==> src/rtl/map_ss_seq.sv <==
// map_ss_seq: save-state sequencer, the initiator side of the mapper ss_ctrl port.
//
// Save: walks ss_addr 0..SS_LEN-1. The byte on ss_rdat is captured on each detected
// m2 falling edge and offered on out_data/out_valid until out_ready accepts it.
// Load: pulls bytes from in_data/in_valid and presents each one on ss_wdat with ss_we
// for exactly one m2 falling edge, which is when the mapper latches it.
//
// Ports
//   clk, rst_n             system clock, async active-low reset
//   m2                     CPU M2 phase, asynchronous to clk
//   cmd_save, cmd_load     1-clk start pulses (save wins; ignored while busy)
//   busy, done, err        status: in progress / completion pulse / sticky timeout
//   ss_act, ss_we          access active / write qualifier to the mapper
//   ss_addr, ss_wdat       state address / write data to the mapper
//   ss_rdat                mapper read data, combinational on ss_addr
//   out_data/valid/ready   saved byte stream (out)
//   in_data/valid/ready    restored byte stream (in)
module map_ss_seq #(
  parameter int SS_LEN  = 256,
  parameter int TIMEOUT = 4096
) (
  input  logic       clk,
  input  logic       rst_n,
  input  logic       m2,
  input  logic       cmd_save,
  input  logic       cmd_load,
  output logic       busy,
  output logic       done,
  output logic       err,
  output logic       ss_act,
  output logic       ss_we,
  output logic [7:0] ss_addr,
  output logic [7:0] ss_wdat,
  input  logic [7:0] ss_rdat,
  output logic [7:0] out_data,
  output logic       out_valid,
  input  logic       out_ready,
  input  logic [7:0] in_data,
  input  logic       in_valid,
  output logic       in_ready
);

  localparam int            TW       = $clog2(TIMEOUT + 1);
  localparam logic [7:0]    LAST     = 8'(SS_LEN - 1);
  localparam logic [TW-1:0] TMO_LAST = TW'(TIMEOUT - 1);

  typedef enum logic [2:0] {IDLE, S_WAIT, S_PUSH, L_PULL, L_WAIT, FIN} state_t;
  state_t state;

  // m2 shift register: [0],[1] synchronizer, [2] history.
  logic [2:0]    m2_pipe;
  logic          m2_fall;
  logic          m2_fall_q;   // high in the clk right after a detected fall
  logic [TW-1:0] tmo_cnt;
  logic          wait_st;
  logic          tmo_hit;

  assign m2_fall = m2_pipe[2] & ~m2_pipe[1];
  assign wait_st = (state == S_WAIT) || (state == L_WAIT) || (state == FIN);
  // A real fall always wins over an expiring count.
  assign tmo_hit = wait_st && !m2_fall && (tmo_cnt == TMO_LAST);

  always_ff @(posedge clk or negedge rst_n) begin
    if (!rst_n) begin
      state     <= IDLE;
      m2_pipe   <= '0;
      m2_fall_q <= 1'b0;
      tmo_cnt   <= '0;
      busy      <= 1'b0;
      done      <= 1'b0;
      err       <= 1'b0;
      ss_act    <= 1'b0;
      ss_we     <= 1'b0;
      ss_addr   <= '0;
      ss_wdat   <= '0;
      out_data  <= '0;
      out_valid <= 1'b0;
      in_ready  <= 1'b0;
    end else begin
      m2_pipe   <= {m2_pipe[1:0], m2};
      m2_fall_q <= m2_fall;
      done      <= 1'b0;
      // Every entry into a wait state comes either from a non-wait state (count
      // already 0) or on an m2 fall, so this one line also covers the reset on entry.
      tmo_cnt   <= (wait_st && !m2_fall) ? tmo_cnt + TW'(1) : '0;

      if (tmo_hit) begin
        err       <= 1'b1;
        ss_act    <= 1'b0;
        ss_we     <= 1'b0;
        out_valid <= 1'b0;
        in_ready  <= 1'b0;
        busy      <= 1'b0;
        state     <= IDLE;
      end else begin
        case (state)
          IDLE: begin
            if (cmd_save || cmd_load) begin
              busy    <= 1'b1;
              ss_act  <= 1'b1;
              ss_we   <= 1'b0;
              ss_addr <= '0;
              err     <= 1'b0;
              if (cmd_save) begin
                state <= S_WAIT;
              end else begin
                in_ready <= 1'b1;
                state    <= L_PULL;
              end
            end
          end

          S_WAIT: begin
            if (m2_fall) begin
              out_data  <= ss_rdat;
              out_valid <= 1'b1;
              state     <= S_PUSH;
            end
          end

          S_PUSH: begin
            if (out_ready) begin
              out_valid <= 1'b0;
              if (ss_addr == LAST) begin
                state <= FIN;
              end else begin
                ss_addr <= ss_addr + 8'd1;
                state   <= S_WAIT;
              end
            end
          end

          L_PULL: begin
            if (in_valid && in_ready) begin
              ss_wdat  <= in_data;
              in_ready <= 1'b0;
              // Raise ss_we only right after a detected fall. A byte that arrives
              // later (stream stall) could otherwise land in the gap between a pin
              // edge and its detection and never be latched; such a write is
              // armed on the next fall in L_WAIT instead.
              ss_we    <= m2_fall_q;
              state    <= L_WAIT;
            end
          end

          L_WAIT: begin
            if (m2_fall) begin
              if (!ss_we) begin
                ss_we <= 1'b1;
              end else begin
                // The mapper latched the byte at the edge just detected.
                ss_we <= 1'b0;
                if (ss_addr == LAST) begin
                  state <= FIN;
                end else begin
                  ss_addr  <= ss_addr + 8'd1;
                  in_ready <= 1'b1;
                  state    <= L_PULL;
                end
              end
            end
          end

          FIN: begin
            // One settle edge with ss_act high and ss_we low before releasing.
            if (m2_fall) begin
              ss_act <= 1'b0;
              busy   <= 1'b0;
              done   <= 1'b1;
              state  <= IDLE;
            end
          end

          default: state <= IDLE;
        endcase
      end
    end
  end

endmodule

==> config.mk <==
export PLATFORM = sky130hd
export DESIGN_NAME = map_ss_seq
export DESIGN_NICKNAME = d
export VERILOG_FILES = /design/src/rtl/map_ss_seq.sv
export SDC_FILE = /design/constraint.sdc
export NUM_CORES = 1
export LEC_CHECK = 0
export CORE_ASPECT_RATIO = 2
export CORE_UTILIZATION = 41
export DETAILED_ROUTE_END_ITERATION = 16
export PLACE_DENSITY_LB_ADDON = 0.2
export RECOVER_POWER = 25
export SYNTH_ARGS = -nofsm -noshare
export SYNTH_HDL_FRONTEND = slang
export SYNTH_SLANG_ARGS = --single-unit
==> constraint.sdc <==
create_clock -name clk -period 1.95 [get_ports clk]
set_clock_uncertainty 0.1 [all_clocks]
set_input_delay 0.585 -clock clk [delete_from_list [all_inputs] [get_ports clk]]
set_output_delay 0.585 -clock clk [all_outputs]
set_load 0.1 [all_outputs]
==> impl_metrics.xml, run 1 <==
<?xml version="1.0" encoding="UTF-8"?>
<metrics>
  <group name="status">
    <metric name="status" unit="">finished with violations</metric>
    <metric name="violations" unit="">negative setup slack</metric>
  </group>
  <group name="global_routing">
    <metric name="gr-usage-met2" unit="%">37.5</metric>
    <metric name="grt.busiest_layer" unit="">met2</metric>
    <metric name="via_count_of_the_first_global_routing_pass" unit="">2102</metric>
    <metric name="grt-ovfl-total" unit="">0</metric>
    <metric name="antenna_violations_before_repair" unit="">0</metric>
    <metric name="largest_net_degree_at_the_start_of_global_routing" unit="">23</metric>
    <metric name="use_met3" unit="%">2.94</metric>
    <metric name="grt_util_all_layers" unit="%">20.4</metric>
    <metric name="grt_first_pass_wirelength" unit="mm">9.58</metric>
    <metric name="globalRouteMet1Util" unit="%">21.5</metric>
  </group>
  <group name="placement">
    <metric name="detailed_place.area" unit="µm²">3580</metric>
    <metric name="dp_wirelength" unit="mm">4.34</metric>
    <metric name="routabilityCongestion" unit="">0.900</metric>
    <metric name="port_buffers" unit="">53</metric>
    <metric name="place_ws" unit="ns">-0.586</metric>
    <metric name="placed_cells_incl_taps" unit="">365</metric>
  </group>
  <group name="setup_path">
    <metric name="timing.critical_path.arrival" unit="ns">2.08</metric>
    <metric name="cp_cell_sequence" unit="">or3_4 &gt; or4_4 &gt; a21oi_1 &gt; o21bai_2</metric>
    <metric name="r2r-start" unit="">state[1]</metric>
    <metric name="worst_ep_required_time" unit="ns">2.08</metric>
    <metric name="timing.critical_path.slowest_stage_cell" unit="">sky130_fd_sc_hd__or4_4</metric>
    <metric name="rrSetupSlack" unit="ns">-0.005</metric>
    <metric name="crit-reg2reg-capture" unit="">ss_we</metric>
    <metric name="timing.critical_path.fanout_max" unit="">8</metric>
    <metric name="path_class" unit="">reg -&gt; reg</metric>
    <metric name="critPathCaptureType" unit="">register</metric>
    <metric name="crit_path_start_kind" unit="">register</metric>
    <metric name="crit_path_end" unit="">ss_we</metric>
    <metric name="timing.critical_path.from" unit="">state[1]</metric>
    <metric name="cp_slowest_stage_delay" unit="ns">0.54</metric>
    <metric name="reg2regPathDepth" unit="">4</metric>
  </group>
  <group name="power_and_ir_drop">
    <metric name="internal_power" unit="µW">3360</metric>
    <metric name="sw_frac_of_total" unit="%">50.0</metric>
    <metric name="comb_power_share" unit="%">65.5</metric>
    <metric name="vdd_drop_max" unit="V">0.00188</metric>
    <metric name="power.sequential.fraction" unit="%">25.0</metric>
    <metric name="net-switching-power" unit="µW">3370</metric>
    <metric name="p_leak" unit="µW">0.00158</metric>
    <metric name="cellPowerDensity" unit="nW/µm²">1800</metric>
    <metric name="share_clk_of_total_power" unit="%">9.5</metric>
  </group>
  <group name="cts">
    <metric name="worst_setup_hold_path_clk_slew" unit="ns">0.10</metric>
    <metric name="clock_sink_count" unit="">50</metric>
    <metric name="cts_tree" unit="">done</metric>
    <metric name="cts_htree_levels" unit="">2</metric>
    <metric name="cts.path.max_buffers" unit="">2</metric>
    <metric name="postCtsHoldBufs" unit="">0</metric>
    <metric name="clk-insertion-delay-late" unit="ns">0.32</metric>
    <metric name="numCtsBuffers" unit="">5</metric>
    <metric name="clockRootBuffer" unit="">sky130_fd_sc_hd__clkbuf_8</metric>
  </group>
  <group name="logic_synthesis">
    <metric name="synthesis.area" unit="µm²">2360</metric>
    <metric name="synth_enable_flop_cells" unit="">0</metric>
    <metric name="post_synth_inst_count" unit="">226</metric>
    <metric name="yosys_warnings" unit="">0</metric>
    <metric name="syn-mean-instance-area" unit="µm²">10.5</metric>
    <metric name="synth_flop_cell" unit="">sky130_fd_sc_hd__dfrtp_1</metric>
    <metric name="synth-async-reset-ratio" unit="%">100</metric>
    <metric name="yosys.cell_types.count" unit="">47</metric>
    <metric name="main_area_contributors_after_synthesis" unit="">sky130_fd_sc_hd__dfrtp_1 53%, sky130_fd_sc_hd__mux2_2 7.6%, sky130_fd_sc_hd__a21oi_1 3.4%, sky130_fd_sc_hd__nor2_1 3.3%, sky130_fd_sc_hd__o21ai_0 2.8%</metric>
    <metric name="yosys_top_cell_area_share" unit="%">52.9</metric>
    <metric name="synth-seq-area-share" unit="%">52.9</metric>
    <metric name="mappedNetlistNets" unit="">251</metric>
    <metric name="postSynthRegisterBits" unit="">50</metric>
    <metric name="synth_top_cell_by_area" unit="">sky130_fd_sc_hd__dfrtp_1</metric>
  </group>
  <group name="drt">
    <metric name="post_detailed_route_via_to_cell_ratio" unit="">5.48</metric>
    <metric name="finalWirelength" unit="mm">5.90</metric>
    <metric name="route.detailed.drc" unit="">0</metric>
    <metric name="postRouteAntennaNets" unit="">0</metric>
    <metric name="drtIter0Drc" unit="">70</metric>
    <metric name="via_count_of_the_routed_design" unit="">2067</metric>
    <metric name="detailed_routing_iteration_count_for_the_pre_antenna_repair_pass" unit="">4</metric>
    <metric name="drt-wirelength-per-cell" unit="µm">15.7</metric>
  </group>
  <group name="finish">
    <metric name="signed_area_change_from_the_synthesized_netlist_to_the_final_layout" unit="%">58.4</metric>
    <metric name="diodes" unit="">0</metric>
    <metric name="finish.cell_count_without_fillers" unit="">377</metric>
    <metric name="final_instance_area" unit="µm²">3740</metric>
    <metric name="design.final.nets" unit="">341</metric>
    <metric name="fillerInstances" unit="">413</metric>
    <metric name="postLayoutCoreUtil" unit="%">68.5</metric>
    <metric name="share_of_post_route_cells_with_drive_strength_above_1" unit="%">42.3</metric>
  </group>
  <group name="run">
    <metric name="maxCapViolations" unit="">0</metric>
  </group>
  <group name="timing">
    <metric name="fin_crit_sh" unit="%">100</metric>
    <metric name="worst_slew_pin_slew" unit="ns">0.811</metric>
    <metric name="setup_viol_count_final" unit="">1</metric>
    <metric name="worst_slack" unit="ns">-0.00502</metric>
    <metric name="number_of_pins_exceeding_their_max_slew_limit_in_the_final_report" unit="">0</metric>
    <metric name="fin_tns_setup" unit="ns">-0.00502</metric>
    <metric name="grt_setup_unrepaired" unit="">yes</metric>
    <metric name="headroom_to_the_max_slew_limit" unit="%">45.9</metric>
    <metric name="fmax" unit="MHz">512</metric>
    <metric name="hold_violations" unit="">0</metric>
    <metric name="final.min_clock_period" unit="ns">1.96</metric>
  </group>
  <group name="floorplan">
    <metric name="design.die.area" unit="µm²">6090</metric>
    <metric name="floorplan.initialDensity" unit="%">43.2</metric>
    <metric name="core_area" unit="µm²">5470</metric>
    <metric name="die_height" unit="µm">109</metric>
    <metric name="ios" unit="">54</metric>
    <metric name="placementRows" unit="">38</metric>
    <metric name="die_width" unit="µm">55.7</metric>
  </group>
  <group name="hold_path">
    <metric name="type_of_the_most_critical_hold_path" unit="">in -&gt; async</metric>
  </group>
</metrics>
==> logic make-up (layout without fill, tap and decap cells) <==
family	count (synthesis)	after routing	share of synthesized area, %
and+or+nand+nor	81	81	18.1
DFF	50	50	52.9
AOI/OAI and AO/OA	49	50	13.1
muxes	18	18	8.47
buffers and inverters	18	108	3.39
xor gates and xnor gates	8	8	2.96
adders and majority gates	2	2	1.06
==> cell usage in the layout (no fill, tap or decap), types with 3 or more instances in the layout <==
cell                               n
sky130_fd_sc_hd__nand4_1           5
sky130_fd_sc_hd__o211ai_1          3
sky130_fd_sc_hd__dfrtp_1          36
sky130_fd_sc_hd__clkdlybuf4s50_1  18
sky130_fd_sc_hd__dfrtp_4           7
sky130_fd_sc_hd__or3_1             7
sky130_fd_sc_hd__nand3_1           5
sky130_fd_sc_hd__xor2_1            5
sky130_fd_sc_hd__or4_1             4
sky130_fd_sc_hd__dfrtp_2           7
sky130_fd_sc_hd__nor2_1           21
sky130_fd_sc_hd__clkbuf_8          6
sky130_fd_sc_hd__buf_4            39
sky130_fd_sc_hd__buf_12           31
sky130_fd_sc_hd__xnor2_1           3
sky130_fd_sc_hd__o21ai_0          12
sky130_fd_sc_hd__mux2_2           16
sky130_fd_sc_hd__dlygate4sd2_1     3
sky130_fd_sc_hd__inv_1             6
sky130_fd_sc_hd__nand2_1          17
sky130_fd_sc_hd__a21oi_1          13
sky130_fd_sc_hd__nor3_1            5
==> cell type report <==
| cell class | instances | area (µm²) | area share (%) |
|---|---|---|---|
| clock buffer | 6 | 82.6 | 2.21 |
| tap | 60 | 75.1 | 2.00 |
| clock inverter | 2 | 12.5 | 0.334 |
| timing repair buffer | 93 | 1130 | 30.1 |
| sequential | 50 | 1290 | 34.3 |
| multi-input combinational | 159 | 1130 | 30.3 |
| inverter | 7 | 26.3 | 0.702 |
==> sequential cells by signal, indices dropped and copies added (netlist names) <==
register	count
in_ready	1
m2_fall_q	1
done	1
err	1
ss_act	1
m2_pipe	3
state	3
ss_we	1
tmo_cnt	13
out_data	8
ss_wdat	8
out_valid	1
ss_addr	8
==> synthesized netlist by cell type, types with 2 or more instances <==
| library cell | instances |
|---|---|
| sky130_fd_sc_hd__o21ai_0 | 13 |
| sky130_fd_sc_hd__or2_2 | 2 |
| sky130_fd_sc_hd__ha_1 | 2 |
| sky130_fd_sc_hd__a31oi_1 | 2 |
| sky130_fd_sc_hd__xor2_1 | 5 |
| sky130_fd_sc_hd__or3_1 | 9 |
| sky130_fd_sc_hd__mux2_2 | 16 |
| sky130_fd_sc_hd__xnor2_1 | 3 |
| sky130_fd_sc_hd__o22ai_1 | 2 |
| sky130_fd_sc_hd__nand4_1 | 5 |
| sky130_fd_sc_hd__clkbuf_1 | 5 |
| sky130_fd_sc_hd__nand3_1 | 6 |
| sky130_fd_sc_hd__o31ai_1 | 2 |
| sky130_fd_sc_hd__or4_1 | 4 |
| sky130_fd_sc_hd__nor2b_1 | 2 |
| sky130_fd_sc_hd__buf_2 | 4 |
| sky130_fd_sc_hd__dfrtp_1 | 50 |
| sky130_fd_sc_hd__inv_1 | 7 |
| sky130_fd_sc_hd__nor2_1 | 21 |
| sky130_fd_sc_hd__buf_4 | 2 |
| sky130_fd_sc_hd__nand2_1 | 17 |
| sky130_fd_sc_hd__nor3_1 | 5 |
| sky130_fd_sc_hd__a21oi_1 | 16 |
| sky130_fd_sc_hd__o211ai_1 | 2 |
| sky130_fd_sc_hd__mux2i_1 | 2 |
==> routing by layer <==
layer / up-vias / wire length (µm) / share of wire [%]
met4: 0 / 197 / 3.3
li1: 983 / - / -
met5: - / 0 / 0
met1: 1022 / 2220 / 38
met3: 18 / 165 / 2.8
met2: 44 / 3320 / 56
==> worst max-delay path: cells and delay by family, from the launching register on <==
kind	cells	cell delay, ns
flip-flops	1	0.48
AO/OA/AOI/OAI	2	0.30
AND/OR/NAND/NOR	2	0.98
==> power groups by stage <==
| stage | sequential [µW] | combinational (µW) | clock, µW |
|---|---|---|---|
| after CTS | 1680 | 4370 | 661 |
| final | 1680 | 4410 | 637 |
| after floorplan | 3220 | 1030 | 0 |
| after global placement | 1660 | 4230 | 0 |
| after global routing | 1730 | 4600 | 696 |
| after detailed placement | 1680 | 4260 | 0 |
==> how the worst min path moves through the flow <==
stage,endpoint,slack [ns],cells past startpoint
3_5_place_dp,m2_pipe[1],0.24,0
4_1_cts,ss_addr[6],0.08,1
3_3_place_gp,m2_pipe[1],0.23,0
6_report,done,0.22,1
5_1_grt,m2_pipe[1],0.26,0
2_1_floorplan,done,0.19,0
==> through the flow <==
step	power, µW	hold slack, ns
4_1_cts	6710	0.0840
2_1_floorplan	4250	0.189
3_3_place_gp	5890	0.233
6_report	6730	0.223
5_1_grt	7020	0.264
3_5_place_dp	5940	0.236
==> timing repair <==
| item | in CTS | in global routing |
|---|---|---|
| cloned | 1 | 0 |
| pin swaps | 3 | 3 |
| setup endpoints to repair | 10 | 18 |
| gates resized for setup | 14 | 6 |
| buffers inserted | 2 | 1 |
Power figures use the tool's default switching activity.
==> run 2, diff against run 1 <==
--- a/config.mk
+++ b/config.mk
@@ -10,6 +10,7 @@
 export DETAILED_ROUTE_END_ITERATION = 16
 export PLACE_DENSITY_LB_ADDON = 0.2
 export RECOVER_POWER = 25
+export SLEW_MARGIN = 30
 export SYNTH_ARGS = -nofsm -noshare
 export SYNTH_HDL_FRONTEND = slang
 export SYNTH_SLANG_ARGS = --single-unit
==> results of run 2 <==
No change in the layout: final DEF, timing and power equal those of run 1.
